## src/rtl/alu_pkg.sv

```systemverilog
// Shared ALU control codes and FSM state encoding.
// The ALU-control decoder and the iterative ALU both import these codes.
package alu_pkg;

    localparam logic [2:0] ALU_ADD = 3'd0;
    localparam logic [2:0] ALU_SUB = 3'd1;
    localparam logic [2:0] ALU_AND = 3'd2;
    localparam logic [2:0] ALU_OR  = 3'd3;
    localparam logic [2:0] ALU_SLT = 3'd4;
    localparam logic [2:0] ALU_SLL = 3'd6;
    localparam logic [2:0] ALU_SRL = 3'd7;

    typedef enum logic {
        S_IDLE  = 1'b0,
        S_SHIFT = 1'b1
    } alu_state_e;

    // Codes that use the bit-serial shifter rather than the one-cycle datapath.
    function automatic logic is_shift_op(input logic [2:0] code);
        return (code == ALU_SLL) || (code == ALU_SRL);
    endfunction

endpackage

```

## src/rtl/alu_single_cycle.sv

```systemverilog
// Combinational add/sub/and/or/slt datapath.
// Unused codes (reserved 5 and the shift codes) produce zero.
module alu_single_cycle
    import alu_pkg::*;
#(
    parameter int WIDTH = 32
) (
    input  logic [2:0]       alu_control,
    input  logic [WIDTH-1:0] a,
    input  logic [WIDTH-1:0] b,
    output logic [WIDTH-1:0] y
);

    // Select the operation result; add/sub wrap naturally at WIDTH bits.
    always_comb begin
        y = '0;
        case (alu_control)
            ALU_ADD: y = a + b;
            ALU_SUB: y = a - b;
            ALU_AND: y = a & b;
            ALU_OR:  y = a | b;
            ALU_SLT: y = {{(WIDTH-1){1'b0}}, ($signed(a) < $signed(b))};
            default: y = '0;
        endcase
    end

endmodule

```

## src/rtl/alu_iterative.sv

```systemverilog
// Iterative ALU: one-cycle logic/arithmetic, bit-serial shifts (one position
// per cycle) under a start/busy/done handshake.
module alu_iterative
    import alu_pkg::*;
#(
    parameter int WIDTH = 32,
    parameter int SHW   = $clog2(WIDTH)
) (
    input  logic             clk,
    input  logic             reset_n,
    input  logic             start,
    input  logic [2:0]       alu_control,
    input  logic [WIDTH-1:0] operand_a,
    input  logic [WIDTH-1:0] operand_b,
    input  logic [SHW-1:0]   shamt,
    output logic [WIDTH-1:0] result,
    output logic             zero,
    output logic             busy,
    output logic             done
);

    alu_state_e       state_q, state_d;
    logic [WIDTH-1:0] work_q, work_d;
    logic [SHW-1:0]   cnt_q, cnt_d;
    logic             dir_q, dir_d;     // 1 = logical right, 0 = left
    logic [WIDTH-1:0] result_q, result_d;
    logic             zero_q, zero_d;
    logic             done_q, done_d;

    logic [WIDTH-1:0] alu_y;
    logic [WIDTH-1:0] shifted;

    alu_single_cycle #(.WIDTH(WIDTH)) u_single (
        .alu_control (alu_control),
        .a           (operand_a),
        .b           (operand_b),
        .y           (alu_y)
    );

    // One-bit step of the work register in the latched direction.
    assign shifted = dir_q ? (work_q >> 1) : (work_q << 1);

    // Next-state: accept in IDLE, step the shifter in SHIFT, pulse done on completion.
    always_comb begin
        state_d  = state_q;
        work_d   = work_q;
        cnt_d    = cnt_q;
        dir_d    = dir_q;
        result_d = result_q;
        zero_d   = zero_q;
        done_d   = 1'b0;
        case (state_q)
            S_IDLE: begin
                if (start) begin
                    if (is_shift_op(alu_control) && (shamt != '0)) begin
                        work_d  = operand_b;
                        cnt_d   = shamt;
                        dir_d   = (alu_control == ALU_SRL);
                        state_d = S_SHIFT;
                    end else begin
                        // A zero-distance shift passes operand_b straight through.
                        result_d = is_shift_op(alu_control) ? operand_b : alu_y;
                        zero_d   = (result_d == '0);
                        done_d   = 1'b1;
                    end
                end
            end
            S_SHIFT: begin
                work_d = shifted;
                cnt_d  = cnt_q - 1'b1;
                if (cnt_q == SHW'(1)) begin
                    result_d = shifted;
                    zero_d   = (shifted == '0);
                    done_d   = 1'b1;
                    state_d  = S_IDLE;
                end
            end
            default: state_d = S_IDLE;
        endcase
    end

    // State and datapath registers; reset discards any in-flight shift.
    always_ff @(posedge clk or negedge reset_n) begin
        if (!reset_n) begin
            state_q  <= S_IDLE;
            work_q   <= '0;
            cnt_q    <= '0;
            dir_q    <= 1'b0;
            result_q <= '0;
            zero_q   <= 1'b1;
            done_q   <= 1'b0;
        end else begin
            state_q  <= state_d;
            work_q   <= work_d;
            cnt_q    <= cnt_d;
            dir_q    <= dir_d;
            result_q <= result_d;
            zero_q   <= zero_d;
            done_q   <= done_d;
        end
    end

    assign result = result_q;
    assign zero   = zero_q;
    assign busy   = (state_q == S_SHIFT);
    assign done   = done_q;

endmodule
```

## config.mk

```make
export PLATFORM = sky130hd
export DESIGN_NAME = alu_iterative
export DESIGN_NICKNAME = d
export VERILOG_FILES = /design/src/rtl/alu_pkg.sv /design/src/rtl/alu_single_cycle.sv /design/src/rtl/alu_iterative.sv
export SDC_FILE = /design/constraint.sdc
export NUM_CORES = 1
export LEC_CHECK = 0
export CAP_MARGIN = 20
export CORE_UTILIZATION = 59
export CTS_CLUSTER_DIAMETER = 50
export DETAILED_ROUTE_END_ITERATION = 8
export PLACE_DENSITY = 0.83
export SYNTH_ARGS = -nofsm -noshare
export SYNTH_HDL_FRONTEND = slang
export SYNTH_SLANG_ARGS = --single-unit
```

## constraint.sdc

```tcl
create_clock -name clk -period 3.7 [get_ports clk]
set_clock_uncertainty 0.2 [all_clocks]
set_input_delay 0.74 -clock clk [delete_from_list [all_inputs] [get_ports clk]]
set_output_delay 0.74 -clock clk [all_outputs]
set_load 0.02 [all_outputs]
```

==> flow_summary_export.csv, run 1 <==
group,metric,value,unit
run_status,status,"stopped before the end",
run_status,haltStage,"global routing",
run_status,error,"[ERROR GRT-0116] Global routing finished with congestion. Check the congestion regions in the DRC Viewer.",
clock_network,clockRootBuffer,"clkbuf_16",
clock_network,hold_buffers,0,
clock_network,cts-htree-levels,3,
place,dpl_cell_area,13400,um2
synthesis,synth_cell_type_count,84,
place,place_hpwl,31.8,mm
clock_network,cts_buffer_depth,2,
floorplanning,dieHeight,130,um
synthesis,ys.flop_type,"dfrtp_1",
synthesis,synth_top_cell_by_area,"dfrtp_1",
synthesis,ys_warn_count,0,
synthesis,synth_area_leaders,"dfrtp_1 (19%), ha_1 (15%), mux2i_1 (5.8%), a21oi_1 (5.6%), nand2_1 (5.1%)",
clock_network,cts_buffers,9,
global_routing,grt_max_degree,74,
synthesis,synth.top_cell.area_share,0.187,
synthesis,synth_nets,1492,
clock_network,cts_sinks,73,
global_routing,grt_usage,0.782,
global_routing,grt-ovfl-total,6,
global_routing,grt_pass1_vias,16000,
synthesis,syn_inst,1302,
place,place_ws,-1240,ps
synthesis,seq_area_frac_synth,0.190,
synthesis,synthArstFlopShare,1.00,
global_routing,grt_pass1_wl,97.9,mm
synthesis,synthesis.area,9630,um2
synthesis,ys_ff_latch,73,
synthesis,avgSynthCellArea,7.40,um2
synthesis,synth_edf_count,0,
place,port_buffers,109,
place,gp_congestion,1.02,
floorplanning,fp.dieW,130,um
floorplanning,initial_core_util,0.606,
floorplanning,rows,46,
floorplanning,io-pin-count,110,
## Yosys cell counts (all sizes together) (11+ instances only)
cell type	instances
dfrtp	72
clkbuf	64
nor2b	18
nand2b	11
buf	23
nor2	107
mux2i	56
nand4	16
a21o	18
inv	97
nor4	24
o31ai	15
a31oi	16
a21oi	107
xnor2	13
nor3	32
o21ai	105
nand2	132
a21boi	26
ha	113
o211ai	18
and3	13
nand3	19
a211oi	35
## logic make-up after synthesis
| family | synth area share |
|---|---|
| XOR/XNOR | 0.0164 |
| buffers and inverters | 0.0747 |
| AND/OR/NAND/NOR | 0.203 |
| multiplexers | 0.0621 |
| adder cells (fa/ha/maj) | 0.151 |
| AO/OA/AOI/OAI | 0.303 |
| flip-flops | 0.190 |
## metrics by stage
| step | hold WS (ps) | cells |
|---|---|---|
| after CTS | 287 | 1945 |
| after detailed placement | 274 | 1899 |
| after floorplan | 244 | 1302 |
| after global placement | 253 | 1899 |
## routing by layer
metal,overflow,global-route usage
met1,0,0.773
met2,2,0.918
met3,0,0.684
met4,4,0.749
met5,0,0.450
## timing repair
action / in CTS
cloned: 0
gates resized for setup: 293
setup buffers: 32
endpoints found under the setup margin: 26
pin swaps: 83
==> run 2, diff against run 1 <==
--- a/config.mk
+++ b/config.mk
@@ -6,10 +6,9 @@
 export NUM_CORES = 1
 export LEC_CHECK = 0
 export CAP_MARGIN = 20
-export CORE_UTILIZATION = 59
-export CTS_CLUSTER_DIAMETER = 50
+export CORE_UTILIZATION = 40
 export DETAILED_ROUTE_END_ITERATION = 8
-export PLACE_DENSITY = 0.83
+export PLACE_DENSITY_LB_ADDON = 0.15
 export SYNTH_ARGS = -nofsm -noshare
 export SYNTH_HDL_FRONTEND = slang
 export SYNTH_SLANG_ARGS = --single-unit
==> run 2 against run 1 <==
  * The flow now finishes, with violations (setup timing)
  * Synthesized cell count is the same
  * Synthesized area unchanged
==> flow_summary_export.csv, run 2 <==
group,metric,value,unit
run_status,status,"finished, violations left",
run_status,violations,"setup timing",
finish,drive_gt1_frac,0.392,
worst_setup_path,crit_chain,"buf_8 -> buf_6 -> ha_4 -> fa_2 -> a21o_1 -> a221o_1 -> and3_4 -> or3_4 -> o21ai_4 -> o21ai_2 -> a221oi_2 -> o22ai_4 -> a2111oi_2 -> nand4_1 -> o31ai_2",
floorplanning,io-pin-count,110,
route,routed_via_density,5.78,
synthesis,synth_area_leaders,"dfrtp_1 (19%), ha_1 (15%), mux2i_1 (5.8%), a21oi_1 (5.6%), nand2_1 (5.1%)",
finish,fin_util,0.666,
worst_setup_path,r2r_start,"busy",
route,vias,12000,
worst_setup_path,critPathSlowestCell,"a221o_1",
worst_setup_path,cp-start-kind,"input pin",
sta,relSlewSlack,0.330,
synthesis,ys_top_cells_by_count,"nand2_1 (132), ha_1 (113), a21oi_1 (107), nor2_1 (107), o21ai_0 (97)",
route,wl_per_cell,20.7,um
route,wirelength,42.9,mm
run,max_cap_violations,0,
synthesis,synthesis.area,9630,um2
sta,finalCritPeriodShare,1.13,
synthesis,ys_ff_latch,73,
worst_setup_path,r2r-end,"zero",
worst_setup_path,ff2ff_path_depth,10,
synthesis,synth_cell_type_count,84,
sta,hold_viol,0,
finish,syn_to_final_growth,62.8,%
floorplanning,die_area,24700,um2
route,drc_errors,0,
route,drtPass1Iterations,7,
synthesis,synth_edf_count,0,
floorplanning,core,23500,um2
route,drt_iter0_drc,1040,
finish,finish.instance_area,15700,um2
global_routing,grt-ovfl-total,0,
synthesis,synth_nets,1492,
power_and_ir_drop,ir_drop,0.391,mV
global_routing,grt_max_degree,74,
finish,layout_commonest_cell,"buf_4",
floorplanning,dieHeight,157,um
worst_setup_path,endpoint_kind,"register",
min_path,hp-start,"result[31]",
place,place_hpwl,33.2,mm
sta,max_freq,239,MHz
sta,slew_violations,0,
clock_network,clockRootBuffer,"clkbuf_16",
worst_setup_path,critPathMaxStageDelay,430,ps
power_and_ir_drop,finalPower,6.59,mW
clock_network,cts_buffer_depth,2,
clock_network,clkTransAtPathRegs,60,ps
power_and_ir_drop,p_per_area,420,nW/um2
synthesis,ys.flop_type,"dfrtp_1",
floorplanning,initial_core_util,0.409,
min_path,min_path_type,"reg -> reg",
place,port_buffers,109,
place,gp_congestion,1.04,
global_routing,grt_pass1_vias,11700,
sta,rsz0062_at_grt,"true",
power_and_ir_drop,cellLeakagePower,7.01,nW
clock_network,cts_tree,"done",
worst_setup_path,crit_fanout,5,
worst_setup_path,rrSetupSlack,670,ps
worst_setup_path,worstPathArrival,4240,ps
sta,min_period,4180,ps
floorplanning,fp.dieW,157,um
finish,diodes,0,
clock_network,cts-htree-levels,3,
min_path,whs_endpoint,"result[31]",
floorplanning,rows,56,
place,dpl_cell_area,13600,um2
synthesis,ys_warn_count,0,
clock_network,clkLatencyLatePin,340,ps
synthesis,syn_inst,1302,
finish,nets,1942,
clock_network,cts_sinks,73,
sta,tightest_slew,1010,ps
global_routing,grt_pass1_wl,65.9,mm
global_routing,grt_usage,0.347,
route,ant_nets,0,
synthesis,synth_top_cell_by_area,"dfrtp_1",
worst_setup_path,crit_required,3760,ps
finish,layout.cells.most_common_list,"buf_4 (386), nand2_1 (129), nor2_1 (101)",
synthesis,synth.top_cell.area_share,0.187,
synthesis,avgSynthCellArea,7.40,um2
sta,setup_slack,-485,ps
clock_network,cts_buffers,9,
worst_setup_path,crit_type,"in -> reg",
synthesis,seq_area_frac_synth,0.190,
clock_network,hold_buffers,0,
synthesis,synthArstFlopShare,1.00,
synthesis,synth.most_common_cell,"nand2_1",
sta,finalSetupViolCount,6,
global_routing,antenna_found_initial,1,
min_path,hold_depth,2,
run 2: cell counts after synthesis:
No cell type changed its count.
run 2: report_power, final:
part / switching (mW) / leakage, nW / total [mW] / internal (mW)
clock: 0.362 / 0.178 / 1.09 / 0.732
sequential: 0.385 / 0.812 / 1.56 / 1.17
combinational: 2.11 / 6.02 / 3.94 / 1.83
total: 2.85 / 7.01 / 6.59 / 3.73
run 2: logic make-up after synthesis:
kind of cell	Yosys count	synth area share
AOI/OAI and AO/OA	440	0.303
xor gates and xnor gates	18	0.0164
DFF	73	0.190
and+or+nand+nor	411	0.203
adders and majority gates	115	0.151
muxes	59	0.0621
buffers and inverters	186	0.0747
run 2: cell type report:
class / count / area [um2]
tap: 319 / 399
multi-input combinational: 1043 / 8360
inverter: 99 / 384
clock inverter: 6 / 138
timing repair buffer: 526 / 4340
fill: 2060 / 7860
clock buffer: 10 / 229
sequential: 73 / 1830
run 2: per-stage QoR:
step | instances | worst slack, ps | setup TNS (ps) | hold slack (ps)
5_1_grt | 2076 | -598 | -2120 | 295
3_3_place_gp | 2009 | -1280 | -19610 | 250
6_report | 2076 | -485 | -1370 | 264
3_5_place_dp | 2009 | -1340 | -20940 | 257
4_1_cts | 2071 | -607 | -1760 | 269
2_1_floorplan | 1302 | -331 | -403 | 244
run 2: per-layer routing:
layer  share of wire  global-route usage  vias up
li1                -                   -     5630
met1            0.43               0.469     5778
met2            0.47               0.581      495
met3           0.065              0.0319       89
met4           0.031               0.115        2
met5         0.00049                   0        -
run 2: timing repair:
item / 4_1_cts / 5_1_grt
setup buffers: 50 / 19
pin swaps: 80 / 86
gates resized for setup: 288 / 153
endpoints found under the hold margin: 0 / 0
setup endpoints to repair: 24 / 21
run 2: critical path: cells and delay by family:
kind | cells | cell delay [ps]
compound gates | 8 | 2000
simple gates | 3 | 740
fa+ha+maj | 2 | 540
buf+inv | 2 | 210
run 2: how the worst max path moves through the flow:
stage,from,endpoint,slack (ps),cells past startpoint
floorplan,operand_a[0],zero,-330,14
global placement,operand_b[0],zero,-1280,14
detailed placement,operand_b[0],zero,-1340,14
CTS,operand_b[0],zero,-610,15
global route,operand_a[0],zero,-600,17
finish,operand_a[0],zero,-480,15
(Power assumes the default switching activity.)
